`config.mk`:
```
export PLATFORM = sky130hd
export DESIGN_NAME = decoder_2to4_flat
export DESIGN_NICKNAME = d
export VERILOG_FILES = /design/src/rtl/decoder_2to4_pkg.sv /design/src/rtl/decoder_2to4_if.sv /design/src/rtl/decoder_2to4_comb.sv /design/src/rtl/decoder_2to4.sv /design/src/flat_wrapper.sv
export SDC_FILE = /design/constraint.sdc
export NUM_CORES = 1
export LEC_CHECK = 0
export ABC_CLOCK_PERIOD_IN_PS = 800
export BUFFER_PORTS_ARGS = -buffer_cell sky130_fd_sc_hd__buf_4
export CAP_MARGIN = 20
export CORE_AREA = 8 8 45 47
export CTS_CLUSTER_SIZE = 28
export DETAILED_ROUTE_END_ITERATION = 12
export DIE_AREA = 0 0 53 55
export GPL_TIMING_DRIVEN = 0
export PLACE_DENSITY_LB_ADDON = 0.25
export RECOVER_POWER = 100
export SYNTH_ARGS = -nofsm -noshare
export SYNTH_HDL_FRONTEND = slang
export SYNTH_SLANG_ARGS = --single-unit
```
`constraint.sdc`:
```
create_clock -name clk -period 0.8 [get_ports clk]
set_input_delay 0.12 -clock clk [delete_from_list [all_inputs] [get_ports clk]]
set_output_delay 0.12 -clock clk [all_outputs]
set_load 0.005 [all_outputs]
```
`src/rtl/decoder_2to4_pkg.sv`:
```
// Shared names and golden decode for the 2-to-4 one-hot decoder.
// Style names select the implementation inside decoder_2to4_comb.
package decoder_2to4_pkg;

    localparam string SEL_ASSIGN      = "Assign";
    localparam string SEL_CASE        = "Case";
    localparam string SEL_FUNC_AND_IF = "Func_and_if";
    localparam string SEL_SHIFT       = "Shift";

    // Unknown index propagates as all-X rather than aliasing to a legal code.
    function automatic logic [3:0] dec2to4(input logic [1:0] a);
        case (a)
            2'd0:    return 4'b0001;
            2'd1:    return 4'b0010;
            2'd2:    return 4'b0100;
            2'd3:    return 4'b1000;
            default: return 4'bxxxx;
        endcase
    endfunction

endpackage

```
`src/rtl/decoder_2to4_if.sv`:
```
// Signal bundle for decoder_2to4: index in, combinational and registered one-hot out.
// Carries the en input only when DECODER_2TO4_ENABLE_EN is defined.
interface decoder_2to4_if;
    import decoder_2to4_pkg::*;

    logic [1:0] a;
`ifdef DECODER_2TO4_ENABLE_EN
    logic       en;
`endif
    logic [3:0] b;
    logic [3:0] b_q;

    // No handshake: a is sampled every cycle, b follows a combinationally, b_q one edge later.
`ifdef DECODER_2TO4_ENABLE_EN
    modport master (output a, output en, input b, input b_q);
    modport slave  (input a, input en, output b, output b_q);
`else
    modport master (output a, input b, input b_q);
    modport slave  (input a, output b, output b_q);
`endif

endinterface

```
`src/rtl/decoder_2to4_comb.sv`:
```
// Combinational 2-to-4 decode; SELECT picks one of four equivalent coding styles.
// Optional en gating when DECODER_2TO4_ENABLE_EN is defined.
module decoder_2to4_comb
    import decoder_2to4_pkg::*;
#(
    parameter string SELECT = SEL_FUNC_AND_IF
) (
    input  logic [1:0] a,
`ifdef DECODER_2TO4_ENABLE_EN
    input  logic       en,
`endif
    output logic [3:0] b
);

    logic [3:0] raw;

    generate
        if (SELECT == SEL_ASSIGN) begin : g_assign
            assign raw[0] = (a == 2'd0);
            assign raw[1] = (a == 2'd1);
            assign raw[2] = (a == 2'd2);
            assign raw[3] = (a == 2'd3);
        end else if (SELECT == SEL_CASE) begin : g_case
            always_comb begin
                raw = 4'bxxxx;
                case (a)
                    2'd0:    raw = 4'b0001;
                    2'd1:    raw = 4'b0010;
                    2'd2:    raw = 4'b0100;
                    2'd3:    raw = 4'b1000;
                    default: raw = 4'bxxxx;
                endcase
            end
        end else if (SELECT == SEL_FUNC_AND_IF) begin : g_func
            function automatic logic [3:0] dec_if(input logic [1:0] s);
                if (s == 2'd0)      return 4'b0001;
                else if (s == 2'd1) return 4'b0010;
                else if (s == 2'd2) return 4'b0100;
                else if (s == 2'd3) return 4'b1000;
                else                return 4'bxxxx;
            endfunction
            assign raw = dec_if(a);
        end else if (SELECT == SEL_SHIFT) begin : g_shift
            assign raw = 4'b0001 << a;
        end else begin : g_bad_select
            $error("decoder_2to4_comb: unsupported SELECT value");
            assign raw = 4'b0000;
        end
    endgenerate

`ifdef DECODER_2TO4_ENABLE_EN
    assign b = en ? raw : 4'b0000;
`else
    assign b = raw;
`endif

endmodule

```
`src/rtl/decoder_2to4.sv`:
```
// 2-to-4 one-hot decoder with a registered copy (b_q, 1-cycle latency, sync reset to 0000).
// Optional enable input via macro DECODER_2TO4_ENABLE_EN.
module decoder_2to4
    import decoder_2to4_pkg::*;
#(
    parameter string SELECT = SEL_FUNC_AND_IF
) (
    input  logic          clk,
    input  logic          rst,
    decoder_2to4_if.slave bus
);

    decoder_2to4_comb #(
        .SELECT (SELECT)
    ) u_comb (
        .a  (bus.a),
`ifdef DECODER_2TO4_ENABLE_EN
        .en (bus.en),
`endif
        .b  (bus.b)
    );

    // Registering the already-gated b keeps en=0 loading 0000, with rst still dominant.
    always_ff @(posedge clk) begin
        if (rst) bus.b_q <= 4'b0000;
        else     bus.b_q <= bus.b;
    end

endmodule

```
`src/flat_wrapper.sv`:
```
// flat-port wrapper written by rule: the top's interface ports become plain ports
module decoder_2to4_flat import decoder_2to4_pkg::*;
#(
    parameter string SELECT = SEL_FUNC_AND_IF
)
  (clk, rst, bus_a, bus_b, bus_b_q);
  decoder_2to4_if bus_i ();
  input  logic clk;
  input  logic rst;
  input wire logic [$bits(bus_i.a)-1:0] bus_a;
  output wire logic [$bits(bus_i.b)-1:0] bus_b;
  output wire logic [$bits(bus_i.b_q)-1:0] bus_b_q;
  assign bus_i.a = bus_a;
  assign bus_b = bus_i.b;
  assign bus_b_q = bus_i.b_q;
  decoder_2to4 #(.SELECT(SELECT)) u_core (.clk(clk), .rst(rst), .bus(bus_i));
endmodule
```
==> summary.md <==
| Metric | Value |
|---|---|
| Clock period minus worst slack | `0.772 ns` |
| Initial core utilization | `0.103` |
| First-pass GRT wire length | `676 microns` |
| Wirelength, routed | `419 microns` |
| Top_reg_cell synth | `dfxtp_1` |
| Crit path depth | `1` |
| Gate power share | `0.128` |
| Synth top cells by count | `dfxtp_1, nor2b_1, nor3b_2` |
| Slew margin rel. | `0.910` |
| Remaining antenna violation count | `0` |
| # rows | `14` |
| Max Cap Viol | `0` |
| Initial antenna violation count | `0` |
| Synth-to-Final Area Change | `87.7%` |
| Pin count of the biggest net entering global routing | `9` |
| Mux cell area share after synthesis | `0` |
| Post-synthesis cell count | `12` |
| Inserted Diodes | `0` |
| Period Utilization, post-route | `0.965` |
| Layout cells sized above 1 | `0.654` |
| Tot GR Track Use | `0.0350` |
| Fin cells | `42` |
| Root buf cell | `clkbuf_4` |
| Vias in the first global route | `154` |
| CTS resizes | `0` |
| Post-Syn Area | `143 sq um` |
| DP Wirelength | `337 microns` |
| Switching share of power | `0.209` |
| Clock power share | `0.473` |
| CTS Sinks | `4` |
| Pwr/cell area | `1970 mW/mm^2` |
| Die Span X | `53 microns` |
| CP max stage delay | `0.29 ns` |
| Setup violators final | `0` |
| Count of hold-fix buffers inserted at cts | `0` |
| Worst path required time | `0.68 ns` |
| Post-CTS setup buffers | `0` |
| Top Ports | `12` |
| Final Slew Violations | `0` |
| Die Span Y | `55 microns` |
| Worst Tran Pin Value | `0.134 ns` |
| FMAX | `1.29 GHz` |
| Port bufs | `11` |
| Regs by FF count | `u_core.bus.b_q: 4 flops` |
| Worst-path cell chain | `buf_4` |
| Buf/Inv on CP | `1` |
| Clock-pin slew on the worst setup and hold paths | `0.04 ns` |
| Post-synthesis simple-gate area fraction | `0.439` |
| RePlAce Congestion | `0.539` |
| Sequential Power Share | `0.399` |
| WS Path Type | `flop to output port` |
| Top reg by flops | `u_core.bus.b_q` |
| Top post-synthesis cells by area | `dfxtp_1, nor3b_2, nor2b_1` |
| Die ar. | `0.00292 sq mm` |
| CTS tree | `yes` |
| Asr flop ratio synth | `0` |
| Most frequent cell after synthesis | `dfxtp_1` |
| Post-synth net total | `16` |
| Largest family of logic cells by synthesized area | `simple AND/OR/NAND/NOR gates` |
| CP arrival | `0.65 ns` |
| VDD IR max | `437 uV` |
| Net switching power | `0.110 mW` |
| Static Leak | `0.124 nW` |
| CP startpoint | `u_core.bus.b_q[3]$_SDFF_PP0_` |
| Via density | `3.43` |
| Placed insts | `39` |
| H-tree Lvls | `1` |
| Setup crit start kind | `flop` |
| Hold Crit Class | `input pin to flop` |
| Cell taking the most area after synthesis | `dfxtp_1` |
| Count of different cell masters after synthesis | `7` |
| Slowest CP cell | `dfxtp_1` |
| Clock Path Buffers | `2` |
| Setup_tns | `0 ns` |
| RSZ-0062 raised after global routing | `false` |
| Setup crit end kind | `output port` |
| Synth Area in Compound Gates | `0` |
| Total CTS buffers | `3` |
| Std-Cell Core Area | `0.00138 sq mm` |
| Grt ovf | `0` |
| Status | `finished clean` |
| Post-Syn Area per Cell | `11.9 sq um` |
| Max reg flops | `4` |
| Synth Warn # | `0` |
| Post-Synth Adder-Cell Area | `0` |
| Fin nets | `32` |
| Drt first-iter violations | `8` |
| Initial DRT Pass Iterations | `3` |
| Worst setup path endpoint | `bus_b_q[3]` |
| Register area share after synthesis | `0.561` |
| CP max FO | `1` |
| Final hold violation count | `0` |
| Seq cells post-synth | `4` |
| Routed vias | `144` |
| DRC Markers | `0` |
| Routed WL per cell | `9.98 microns` |
| Cell internal pwr | `0.417 mW` |
| Share of the synthesized area in the top cell type | `0.561` |
| Post-Synth XOR/XNOR Area | `0` |
| Delay-heaviest family, CP | `flip-flops` |
| Post-synth EDFFs | `0` |
[layer usage]
layer  part of all wire  up-vias  wire length (microns)  GRT usage
li1                   -       68                      -          -
met4              0.017        0                      7     0.0388
met3               0.23        2                     97     0.0455
met1               0.42       62                    178     0.0289
met5                  0        -                      0          0
met2               0.32       12                    135     0.0371
[placed cells by master (no fill, tap or decap)]
| master | instances |
|---|---|
| and3b_1 | 1 |
| nor3_1 | 1 |
| nor2_1 | 1 |
| clkbuf_4 | 9 |
| and2_2 | 1 |
| buf_4 | 5 |
| dfxtp_1 | 4 |
| nor2b_1 | 2 |
| nor3b_2 | 2 |
[final cells by class]
cell class | instances | area (sq um)
Timing Repair Buffer | 11 | 82.6
Multi-Input combinational cell | 8 | 62.6
Fill cell | 156 | 1120
Sequential cell | 4 | 80.1
Tap cell | 16 | 20.0
Clock buffer | 3 | 22.5
[worst min-delay path by stage]
stage                     slack (ns)     start  cells past startpoint                      endpoint
final                           0.08       rst                      2  u_core.bus.b_q[1]$_SDFF_PP0_
after CTS                       0.07       rst                      2  u_core.bus.b_q[1]$_SDFF_PP0_
after detailed placement        0.32       rst                      2  u_core.bus.b_q[0]$_SDFF_PP0_
after floorplan                 0.19  bus_a[1]                      1  u_core.bus.b_q[1]$_SDFF_PP0_
after global routing            0.07       rst                      2  u_core.bus.b_q[1]$_SDFF_PP0_
after global placement          0.32       rst                      2  u_core.bus.b_q[2]$_SDFF_PP0_
[stage by stage]
step                setup slack [ns]  total power, mW  hold slack, ns  instance area, sq um   util
global placement               0.115            0.282           0.317                   245  0.177
floorplan                      0.382            0.232           0.189                   143      -
finish                        0.0278            0.527          0.0810                   268  0.193
CTS                           0.0167            0.542          0.0740                   268  0.193
detailed placement             0.106            0.284           0.322                   245  0.177
global route                 0.00236            0.565          0.0747                   268  0.193
[power by group through the flow]
stage / logic (mW) / clock network [mW] / registers, mW
final: 0.0673 / 0.249 / 0.210
after global routing: 0.0752 / 0.279 / 0.211
after CTS: 0.0709 / 0.260 / 0.211
after detailed placement: 0.0707 / 0 / 0.214
after global placement: 0.0684 / 0 / 0.213
after floorplan: 0.0169 / 0 / 0.215
[kinds of logic (layout without fill, tap and decap cells)]
group,Yosys count,count (layout)
buf+inv,0,14
flops,4,4
simple gates,8,8
Power figures use the tool's default switching activity.
